<file path="src/rtl/alu_cmd_sequencer_pkg.sv">
// Shared constants for the ALU command sequencer: operand/address widths,
// opcodes, ALU register-file addresses and the sequencer state encoding.
package alu_cmd_sequencer_pkg;

    localparam int OPERAND_WIDTH    = 16;
    localparam int INST_ADDR_LENGTH = 2;

    localparam logic [OPERAND_WIDTH-1:0] OP_ADD    = OPERAND_WIDTH'(0);
    localparam logic [OPERAND_WIDTH-1:0] OP_SUB    = OPERAND_WIDTH'(1);
    localparam logic [OPERAND_WIDTH-1:0] OP_AND    = OPERAND_WIDTH'(2);
    localparam logic [OPERAND_WIDTH-1:0] OP_OR     = OPERAND_WIDTH'(3);
    localparam logic [OPERAND_WIDTH-1:0] OP_XOR    = OPERAND_WIDTH'(4);
    localparam logic [OPERAND_WIDTH-1:0] OP_MULT   = OPERAND_WIDTH'(5);
    localparam logic [OPERAND_WIDTH-1:0] OP_DIVIDE = OPERAND_WIDTH'(6);
    localparam logic [OPERAND_WIDTH-1:0] OP_MFHI   = OPERAND_WIDTH'(7);

    localparam logic [INST_ADDR_LENGTH-1:0] REG_OP = INST_ADDR_LENGTH'(0);
    localparam logic [INST_ADDR_LENGTH-1:0] REG_A  = INST_ADDR_LENGTH'(1);
    localparam logic [INST_ADDR_LENGTH-1:0] REG_B  = INST_ADDR_LENGTH'(2);

    localparam logic [3:0] ST_IDLE      = 4'd0;
    localparam logic [3:0] ST_WR_A      = 4'd1;
    localparam logic [3:0] ST_WR_B      = 4'd2;
    localparam logic [3:0] ST_WR_OP     = 4'd3;
    localparam logic [3:0] ST_SETTLE    = 4'd4;
    localparam logic [3:0] ST_MULT_WAIT = 4'd5;
    localparam logic [3:0] ST_WR_HI     = 4'd6;
    localparam logic [3:0] ST_CAP_HI    = 4'd7;
    localparam logic [3:0] ST_RESP      = 4'd8;

    typedef enum logic [3:0] {
        IDLE      = ST_IDLE,
        WR_A      = ST_WR_A,
        WR_B      = ST_WR_B,
        WR_OP     = ST_WR_OP,
        SETTLE    = ST_SETTLE,
        MULT_WAIT = ST_MULT_WAIT,
        WR_HI     = ST_WR_HI,
        CAP_HI    = ST_CAP_HI,
        RESP      = ST_RESP
    } state_e;

endpackage

</file>
<file path="src/rtl/alu_cmd_sequencer.sv">
// Turns one {op, A, B} command into ALU register-file writes, waits for the
// ALU to settle (plus the MFHI read-back for multiplies) and returns the result.
module alu_cmd_sequencer #(
    parameter int OPERAND_WIDTH    = alu_cmd_sequencer_pkg::OPERAND_WIDTH,
    parameter int INST_ADDR_LENGTH = alu_cmd_sequencer_pkg::INST_ADDR_LENGTH
) (
    input  logic                        clk,
    input  logic                        rstN,
    input  logic                        cmdValid,
    output logic                        cmdReady,
    input  logic [OPERAND_WIDTH-1:0]    cmdOp,
    input  logic [OPERAND_WIDTH-1:0]    cmdA,
    input  logic [OPERAND_WIDTH-1:0]    cmdB,
    output logic                        aluWriteEn,
    output logic [INST_ADDR_LENGTH-1:0] aluWriteAddr,
    output logic [OPERAND_WIDTH-1:0]    aluInst,
    input  logic [OPERAND_WIDTH-1:0]    aluResult,
    input  logic                        aluError,
    input  logic                        aluZero,
    input  logic                        aluCarry,
    input  logic                        aluOverflow,
    output logic                        rspValid,
    input  logic                        rspReady,
    output logic [OPERAND_WIDTH-1:0]    rspResult,
    output logic [OPERAND_WIDTH-1:0]    rspHi,
    output logic [3:0]                  rspFlags,
    output logic                        busy
);
    import alu_cmd_sequencer_pkg::*;

    state_e                     state_reg;
    state_e                     state_next;
    logic [OPERAND_WIDTH-1:0]   op_reg;
    logic [OPERAND_WIDTH-1:0]   a_reg;
    logic [OPERAND_WIDTH-1:0]   b_reg;
    logic [OPERAND_WIDTH-1:0]   result_reg;
    logic [OPERAND_WIDTH-1:0]   hi_reg;
    logic [3:0]                 flags_reg;
    logic                       is_mult;

    assign is_mult = (op_reg == OPERAND_WIDTH'(OP_MULT));

    always_comb begin
        state_next = state_reg;
        case (state_reg)
            IDLE:      if (cmdValid) state_next = WR_A;
            WR_A:      state_next = WR_B;
            WR_B:      state_next = WR_OP;
            WR_OP:     state_next = SETTLE;
            SETTLE:    state_next = is_mult ? MULT_WAIT : RESP;
            MULT_WAIT: state_next = WR_HI;
            WR_HI:     state_next = CAP_HI;
            CAP_HI:    state_next = RESP;
            RESP:      if (rspReady) state_next = IDLE;
            default:   state_next = IDLE;
        endcase
    end

    always_ff @(posedge clk or negedge rstN) begin
        if (!rstN) begin
            state_reg  <= IDLE;
            op_reg     <= '0;
            a_reg      <= '0;
            b_reg      <= '0;
            result_reg <= '0;
            hi_reg     <= '0;
            flags_reg  <= '0;
        end else begin
            state_reg <= state_next;
            case (state_reg)
                IDLE: begin
                    if (cmdValid) begin
                        op_reg     <= cmdOp;
                        a_reg      <= cmdA;
                        b_reg      <= cmdB;
                        result_reg <= '0;
                        hi_reg     <= '0;
                        flags_reg  <= '0;
                    end
                end
                SETTLE: begin
                    if (!is_mult) begin
                        result_reg <= aluResult;
                        flags_reg  <= {aluError, aluZero, aluCarry, aluOverflow};
                    end
                end
                // The multiplier needs an extra cycle before the low word is valid
                MULT_WAIT: begin
                    result_reg <= aluResult;
                    flags_reg  <= {aluError, aluZero, aluCarry, aluOverflow};
                end
                CAP_HI:  hi_reg <= aluResult;
                default: ;
            endcase
        end
    end

    // Opcode goes last so the ALU only evaluates once both operands are in place
    always_comb begin
        aluWriteEn   = 1'b0;
        aluWriteAddr = '0;
        aluInst      = '0;
        case (state_reg)
            WR_A: begin
                aluWriteEn   = 1'b1;
                aluWriteAddr = INST_ADDR_LENGTH'(REG_A);
                aluInst      = a_reg;
            end
            WR_B: begin
                aluWriteEn   = 1'b1;
                aluWriteAddr = INST_ADDR_LENGTH'(REG_B);
                aluInst      = b_reg;
            end
            WR_OP: begin
                aluWriteEn   = 1'b1;
                aluWriteAddr = INST_ADDR_LENGTH'(REG_OP);
                aluInst      = op_reg;
            end
            WR_HI: begin
                aluWriteEn   = 1'b1;
                aluWriteAddr = INST_ADDR_LENGTH'(REG_OP);
                aluInst      = OPERAND_WIDTH'(OP_MFHI);
            end
            default: ;
        endcase
    end

    assign cmdReady  = (state_reg == IDLE);
    assign busy      = (state_reg != IDLE);
    assign rspValid  = (state_reg == RESP);
    assign rspResult = result_reg;
    assign rspHi     = hi_reg;
    assign rspFlags  = flags_reg;

endmodule

</file>
<file path="config.mk">
export PLATFORM = sky130hd
export DESIGN_NAME = alu_cmd_sequencer
export DESIGN_NICKNAME = d
export VERILOG_FILES = /design/src/rtl/alu_cmd_sequencer_pkg.sv /design/src/rtl/alu_cmd_sequencer.sv
export SDC_FILE = /design/constraint.sdc
export NUM_CORES = 1
export LEC_CHECK = 0
export CORE_MARGIN = 2
export CORE_UTILIZATION = 45
export DETAILED_ROUTE_END_ITERATION = 8
export PLACE_DENSITY = 0.79
export SKIP_CTS_REPAIR_TIMING = 1
export SYNTH_ARGS = -nofsm -noshare
export SYNTH_HDL_FRONTEND = slang
export SYNTH_SLANG_ARGS = --single-unit
</file>
<file path="constraint.sdc">
create_clock -name clk -period 3.3 [get_ports clk]
set_clock_uncertainty 0.2 [all_clocks]
set_input_delay 0.495 -clock clk [delete_from_list [all_inputs] [get_ports clk]]
set_output_delay 0.495 -clock clk [all_outputs]
set_load 0.01 [all_outputs]
</file>
Yosys cells after proc, flatten, opt, wreduce, memory -nomap -nowiden
Index checks and enable logic that the tools add are counted.

operators by class
  equality and inequality tests = 12
  reduce and logical (&&, ||, !) cells = 9
  muxes and demuxes = 14

operator list
  cell                                                    number
  case mux 16 bit (4 select lines)                        1
  case mux 16 bit (3 select lines)                        1
  case mux 4 bit (9 select lines)                         1
  2-to-1 mux 16 bit                                       2
  case mux 16 bit (2 select lines)                        1
  2-to-1 mux 4 bit                                        5
  == test 16 x 3 -> 1 bit (second input constant)         1
  == test 4 x 3 -> 1 bit (second input constant)          4
  case mux 4 bit (3 select lines)                         1
  == test 4 x 2 -> 1 bit (second input constant)          2
  AND reduction 2 bit                                     3
  == test 4 x 1 -> 1 bit (second input constant)          1
  == test 4 bit (second input constant)                   1
  logical NOT 4 bit                                       1
  inequality test 2 bit (second input constant)           2
  case mux 2 bit (2 select lines)                         1
  nonzero test 4 bit                                      1
  OR reduction 4 bit                                      1
  AND reduction 3 bit                                     1
  nonzero test 3 bit                                      1
  inequality test 2 x 1 -> 1 bit (second input constant)  1
  nonzero test 2 bit                                      1
  2-to-1 mux 1 bit                                        1

word-level totals
  output and inout bits = 58
  bits in registers = 88
  word-level logic and storage cells = 42

Depth between registers and ports, before layout
  depth after elaboration = 3
  mapped depth = 6

Worst setup path after synthesis
Ideal clock, no wire load.

  kind = register to output
  start = register state_reg[2]
  end = output port aluInst[0]
  stages on the path, launching flop included = 7
  required time = 2.605 ns
  data arrival time = 1.383 ns
  slack = 1.222 ns
  cell sequence = dfrtp_1 > buf_2 > or2_1 > clkbuf_1 > nor2_1 > a22oi_1 > o21ai_1

on the way
  longest elaborated chain between the ends = 2
  elaborated cells between the ends (all ways) = 5
  classes of those cells = eq/ne: 4; mux: 1

RTL lines
  element                                         line                      source
  start, declared                                 alu_cmd_sequencer.sv:31   state_e state_reg;
  start signal, assigned                          alu_cmd_sequencer.sv:69   state_reg <= state_next;
  == test 4 x 3 -> 1 bit (tied with other cells)  alu_cmd_sequencer.sv:103  case (state_reg)
  case mux 16 bit (4 select lines) *              alu_cmd_sequencer.sv:103
  end, declared                                   alu_cmd_sequencer.sv:16   output logic [OPERAND_WIDTH-1:0] aluInst,

Every way passes the cells marked *; elsewhere a longest branch is shown, timed or not.

Worst setup path in the final report
  start = register state_reg[3]
  end = output port aluInst[1]

The elaborated chain is that of the path after synthesis.

==> run_results.csv <==
group,metric,value,unit
sta,worst_pin_slew,0.9808,ns
place,dp_hpwl,6732,µm
drt,routed_wl,9197,µm
sta,min_period,3.078,ns
yosys,synth_most_common_cell,"dfrtp_1",
critical_path,crit_path_end_kind,"primary output",
yosys,synth_edf_count,0,
clock_network,cts.path.max_buffers,2,
clock_network,clkLatencyLatePin,0.33,ns
drt,wl_met2,4347,µm
floorplan,num_rows,34,
yosys,synth_area_leaders,"dfrtp_1, mux2_1, a22o_1",
final_layout,diodes,0,
power,peakVddDrop,451.1,µV
critical_path,crit_chain,"or2_1 > nor2_1 > a22oi_1 > o21ai_1 > clkdlybuf4s50_1",
floorplan,core_area,0.008551,mm²
yosys,yosys.area.top_type,"dfrtp_1",
clock_network,numCtsBuffers,9,
run,maxCapViolations,0,
global_route,track_usage,19.98,%
final_layout,post-route-util,63.33,%
drt,top_layer_used,"met4",
drt,wl_met3,573,µm
sta,hold_violations,0,
global_route,grt_pass1_vias,3017,
sta,fin_crit_sh,93.28,%
drt,firstDrtPassIters,4,
yosys,synthTopCellsByCount,"dfrtp_1, mux2_1, nand2_1",
drt,drt_iter0_markers,138,
drt,wl_met1,4181,µm
critical_path,arrival,2.38,ns
drt,drc,0,
yosys,synthDominantCellAreaShare,56.34,%
clock_network,clk_pin_slew_worst_paths,0.08,ns
yosys,synth_nets,402,
global_route,grt_max_degree,52,
floorplan,io_pins,130,
yosys,yosysWarnings,0,
drt,wire_per_inst,16.28,µm
power,power,4.997,mW
yosys,avgSynthCellArea,11.84,µm²
yosys,synth_area,0.003909,mm²
floorplan,die_area,0.009448,mm²
yosys,synth_cell_types,39,
yosys,netlist_instances,330,
floorplan,dieHeight,97.20,µm
critical_path,critPathRequiredTime,2.60,ns
clock_network,root_buffer,"clkbuf_8",
outcome,run_status,"completed",
final_layout,synthToLayoutAreaGrowth,38.54,%
place,gp_congestion,0.8330,
power,p_leak,2.310,nW
min_path,hold_class,"register to register",
final_layout,nNetsFinal,525,
yosys,yosys_register_bits,88,
global_route,grt-ovfl-total,0,
global_route,antenna_found_initial,0,
sta,rsz0062_at_grt,"no",
sta,clock.fmax,0.3249,GHz
drt,vias,2985,
final_layout,drive_gt1_share,7.659,%
critical_path,cpPeakStageDelay,0.56,ns
floorplan,die_w,97.20,µm
place,numPortBuffers,129,
critical_path,critPathLaunchType,"register",
drt,viasPerCell,5.283,
sta,setup_tns,0,ns
clock_network,cts.htree.levels,3,
sta,setup_viol,0,
critical_path,crit_type,"register to primary output",
drt,ant_nets,0,
clock_network,cts_tree,"yes",
critical_path,cp_slowest_cell,"clkdlybuf4s50_1",
yosys,async_reset_ff_share,100.0,%
sta,slew_headroom,34.62,%
critical_path,crit_path_max_fanout,15,
sta,drv_slew,0,
floorplan,start_util,45.71,%
yosys,yosysSeqAreaShare,56.34,%
clock_network,numClockSinks,88,
yosys,synthFlopType,"dfrtp_1",
power,powerDensity,922.8,mW/mm²
global_route,grt_pass1_wl,15280,µm
kinds of logic (layout without fill, tap and decap cells):
| group | count (synthesis) | count (layout) | synth area share (%) |
|---|---|---|---|
| multiplexers | 62 | 62 | 17.45 |
| flip-flops | 88 | 88 | 56.34 |
| XOR/XNOR | 1 | 1 | 0.2241 |
| AO/OA/AOI/OAI | 64 | 64 | 10.72 |
| buffers and inverters | 26 | 153 | 3.649 |
| AND/OR/NAND/NOR | 89 | 89 | 11.62 |
layout make-up:
| class | count | area, µm² |
|---|---|---|
| Multi-Input combinational cell | 216 | 1564 |
| Sequential cell | 88 | 2202 |
| Clock inverter | 4 | 22.52 |
| Fill cell | 689 | 3136 |
| Inverter | 3 | 11.26 |
| Tap cell | 108 | 135.1 |
| Clock buffer | 11 | 131.4 |
| Timing Repair Buffer | 135 | 1349 |
cells in the final DEF (no fill, tap or decap), types with 2 or more instances in the layout:
| cell type | instances |
|---|---|
| nor2b_1 | 3 |
| nor4_2 | 2 |
| clkinv_2 | 3 |
| nor2_1 | 31 |
| mux2i_1 | 13 |
| nand2_1 | 35 |
| o21ai_0 | 7 |
| a211oi_1 | 2 |
| a21oi_1 | 18 |
| mux2_2 | 5 |
| inv_1 | 2 |
| o21ai_1 | 12 |
| a22oi_1 | 2 |
| and3_1 | 2 |
| a22o_1 | 20 |
| clkbuf_1 | 2 |
| nand2b_1 | 4 |
| clkdlybuf4s50_1 | 128 |
| mux2_1 | 44 |
| buf_4 | 5 |
| clkbuf_8 | 9 |
| dfrtp_1 | 88 |
final timing paths:
check | start | end | slack, ns | depth (start not counted)
worst min register to register | b_reg[4]$_DFFE_PN0P_ | b_reg[4]$_DFFE_PN0P_ | 0.29 | 1
worst max-delay path | state_reg[3]$_DFFE_PN0P_ | aluInst[1] | 0.22 | 5
worst min-delay path | b_reg[4]$_DFFE_PN0P_ | b_reg[4]$_DFFE_PN0P_ | 0.29 | 1
worst max register to register | state_reg[1]$_DFFE_PN0P_ | a_reg[1]$_DFFE_PN0P_ | 0.98 | 5
min in group asynchronous | rstN | rspResult[3]$_DFFE_PN0P_ | 0.46 | 2
max in group asynchronous | rstN | op_reg[8]$_DFFE_PN0P_ | 1.78 | 3
worst max-delay path: cells and delay by family, from the launching register on:
family / cells / cell delay (ns)
buf+inv: 1 / 0.56
simple gates: 2 / 0.79
flops: 1 / 0.48
compound gates: 2 / 0.21
per-stage QoR:
stage | setup slack (ns) | cells | hold WS [ns] | cell area [µm²]
floorplan | 1.222 | 330 | -0.0005910 | 3909
global placement | 0.6378 | 549 | 0.2728 | 5251
detailed placement | 0.5566 | 549 | 0.2813 | 5251
CTS | 0.1943 | 564 | -0.08027 | 5405
global route | 0.07208 | 565 | 0.3121 | 5415
finish | 0.2218 | 565 | 0.2936 | 5415
power breakdown:
group	internal, mW	total [mW]	switching [mW]
Clock	0.266	0.613	0.347
Combinational	1.34	2.42	1.09
Sequential	1.60	1.96	0.366
Total	3.20	5.00	1.80
per-layer routing:
metal	GRT usage (%)	vias to the layer above
met4	4.875	0
met1	28.12	1466
li1	-	1394
met5	0	-
met2	31.52	114
met3	4.820	11
(Power assumes the default switching activity.)
==> edit (same settings) <==
Change the package constant `INST_ADDR_LENGTH` from 2 to 4.
--- a/src/rtl/alu_cmd_sequencer_pkg.sv
+++ b/src/rtl/alu_cmd_sequencer_pkg.sv
@@ -5,3 +5,3 @@
     localparam int OPERAND_WIDTH    = 16;
-    localparam int INST_ADDR_LENGTH = 2;
+    localparam int INST_ADDR_LENGTH = 4;
 
Ports: changed (resized aluWriteAddr); port bits go from 130 to 132. The function was not compared with the original's and may differ.
==> edit against the unedited design <==
- synthesized area increased by 0.48%
- clock power increased by 26%
- setup slack got worse by 0.014 ns
- core utilization increased by 0.15 points
- power increased by 3.1%
- non-clock buffer count decreased by 1
- final area increased by 0.74%
- sequential cell count unchanged
- synthesized cell count increased by 0.91%
- wire length decreased by 0.82%
- critical endpoint is now aluInst[0]
- largest cell class unchanged
==> edit: results (changes against the unedited design) <==
Layout
  • Seq cells: 88 (unchanged)
  • Share of layout cells above drive strength 1: 0.0828 (+0.00620)
  • NumNets Final: 526 (+0.19%)
  • Non-Filler Instances: 567 (+0.35%)
  • Comb_multi_in: 218 (+0.93%)
  • Fraction of area in clock buffers and inverters: 0.0383 (+0.00988)
  • Seq/total area: 0.404 (-0.00298)
  • Area Overhead vs Synth: 38.9%
  • Multi-input gate area: 1570 um2 (+0.48%)
  • Fillers: 671 (-2.6%)
  • Non-Clock Buffer Count: 134 (-0.74%)

Critical path
  • Slowest Stage Delay on Critical Path: 0.54 ns (-0.02 ns)
  • Worst R2R Path Depth: 3 (-2)
  • Worst r2r src: state_reg[0]$_DFFE_PN0P_
  • Slowest cell on crit path: dfrtp_1
  • Reg2reg end: rspFlags[2]$_DFFE_PN0P_
  • Setup slack, reg-to-reg: 1.14 ns (+0.16 ns)

Drt
  • Routed length on met3: 521 um (-9.1%)
  • Met2 wire length: 4490 um (+3.2%)
  • Drt via density: 5.19 (-1.9%)
  • Met1 wire length: 4090 um (-2.1%)

Pwr
  • Logic pwr share: 0.469 (-0.015)
  • Peak VDD IR: 384 uV (-15%)
  • Flop pwr share: 0.381 (-0.012)

Status
  • Run status: complete, no violations

Global route
  • Vias in the first global route: 3084 (+2.2%)
  • M3 GR Usage: 0.0432 (-0.00504)
  • Met1 usage: 0.280 (-0.000953)
  • Total Routing Usage GR: 0.201 (+0.00151)
  • Largest net degree at the start of global routing: 89 (+71%)

Floorplanning
  • Die X: 97.4 um (+0.23%)

STA
  • Final hold slack: 0.114 ns (-0.179 ns)

Logic synthesis
  • Syn Area/Cell: 11.8 um2 (-0.43%)
  • Mux cell area share after synthesis: 0.174 (-0.000834)
  • Register area share after synthesis: 0.561 (-0.00269)
  • Synth Area in XOR/XNOR: 0.00223 (-0.0000107)

Placement
  • Placed cell count: 551 (+0.36%)
  • Area after DPL: 5250 um2 (about the same)
  • RD Place Congestion: 0.800 (-4.0%)

CTS
  • Worst-Skew Late Latency: 0.35 ns (+0.02 ns)
## edit: changes by cell type in the layout (fill, tap and decap cells not counted)
cell / unedited run / this run
buf_12: 1 / 0
buf_4: 5 / 6
bufinv_16: 0 / 1
clkbuf_1: 2 / 0
clkinv_2: 3 / 0
clkinvlp_4: 1 / 2
conb_1: 0 / 2
dlygate4sd3_1: 1 / 0
inv_6: 0 / 2
inv_8: 0 / 2
## edit: worst max path at each step
stage,to,startpoint
2_1_floorplan,aluInst[0],state_reg[2]$_DFFE_PN0P_
3_3_place_gp,aluInst[0],state_reg[2]$_DFFE_PN0P_
3_5_place_dp,aluInst[0],state_reg[2]$_DFFE_PN0P_
4_1_cts,aluInst[0],state_reg[2]$_DFFE_PN0P_
5_1_grt,aluInst[0],state_reg[2]$_DFFE_PN0P_
6_report,aluInst[0],state_reg[2]$_DFFE_PN0P_
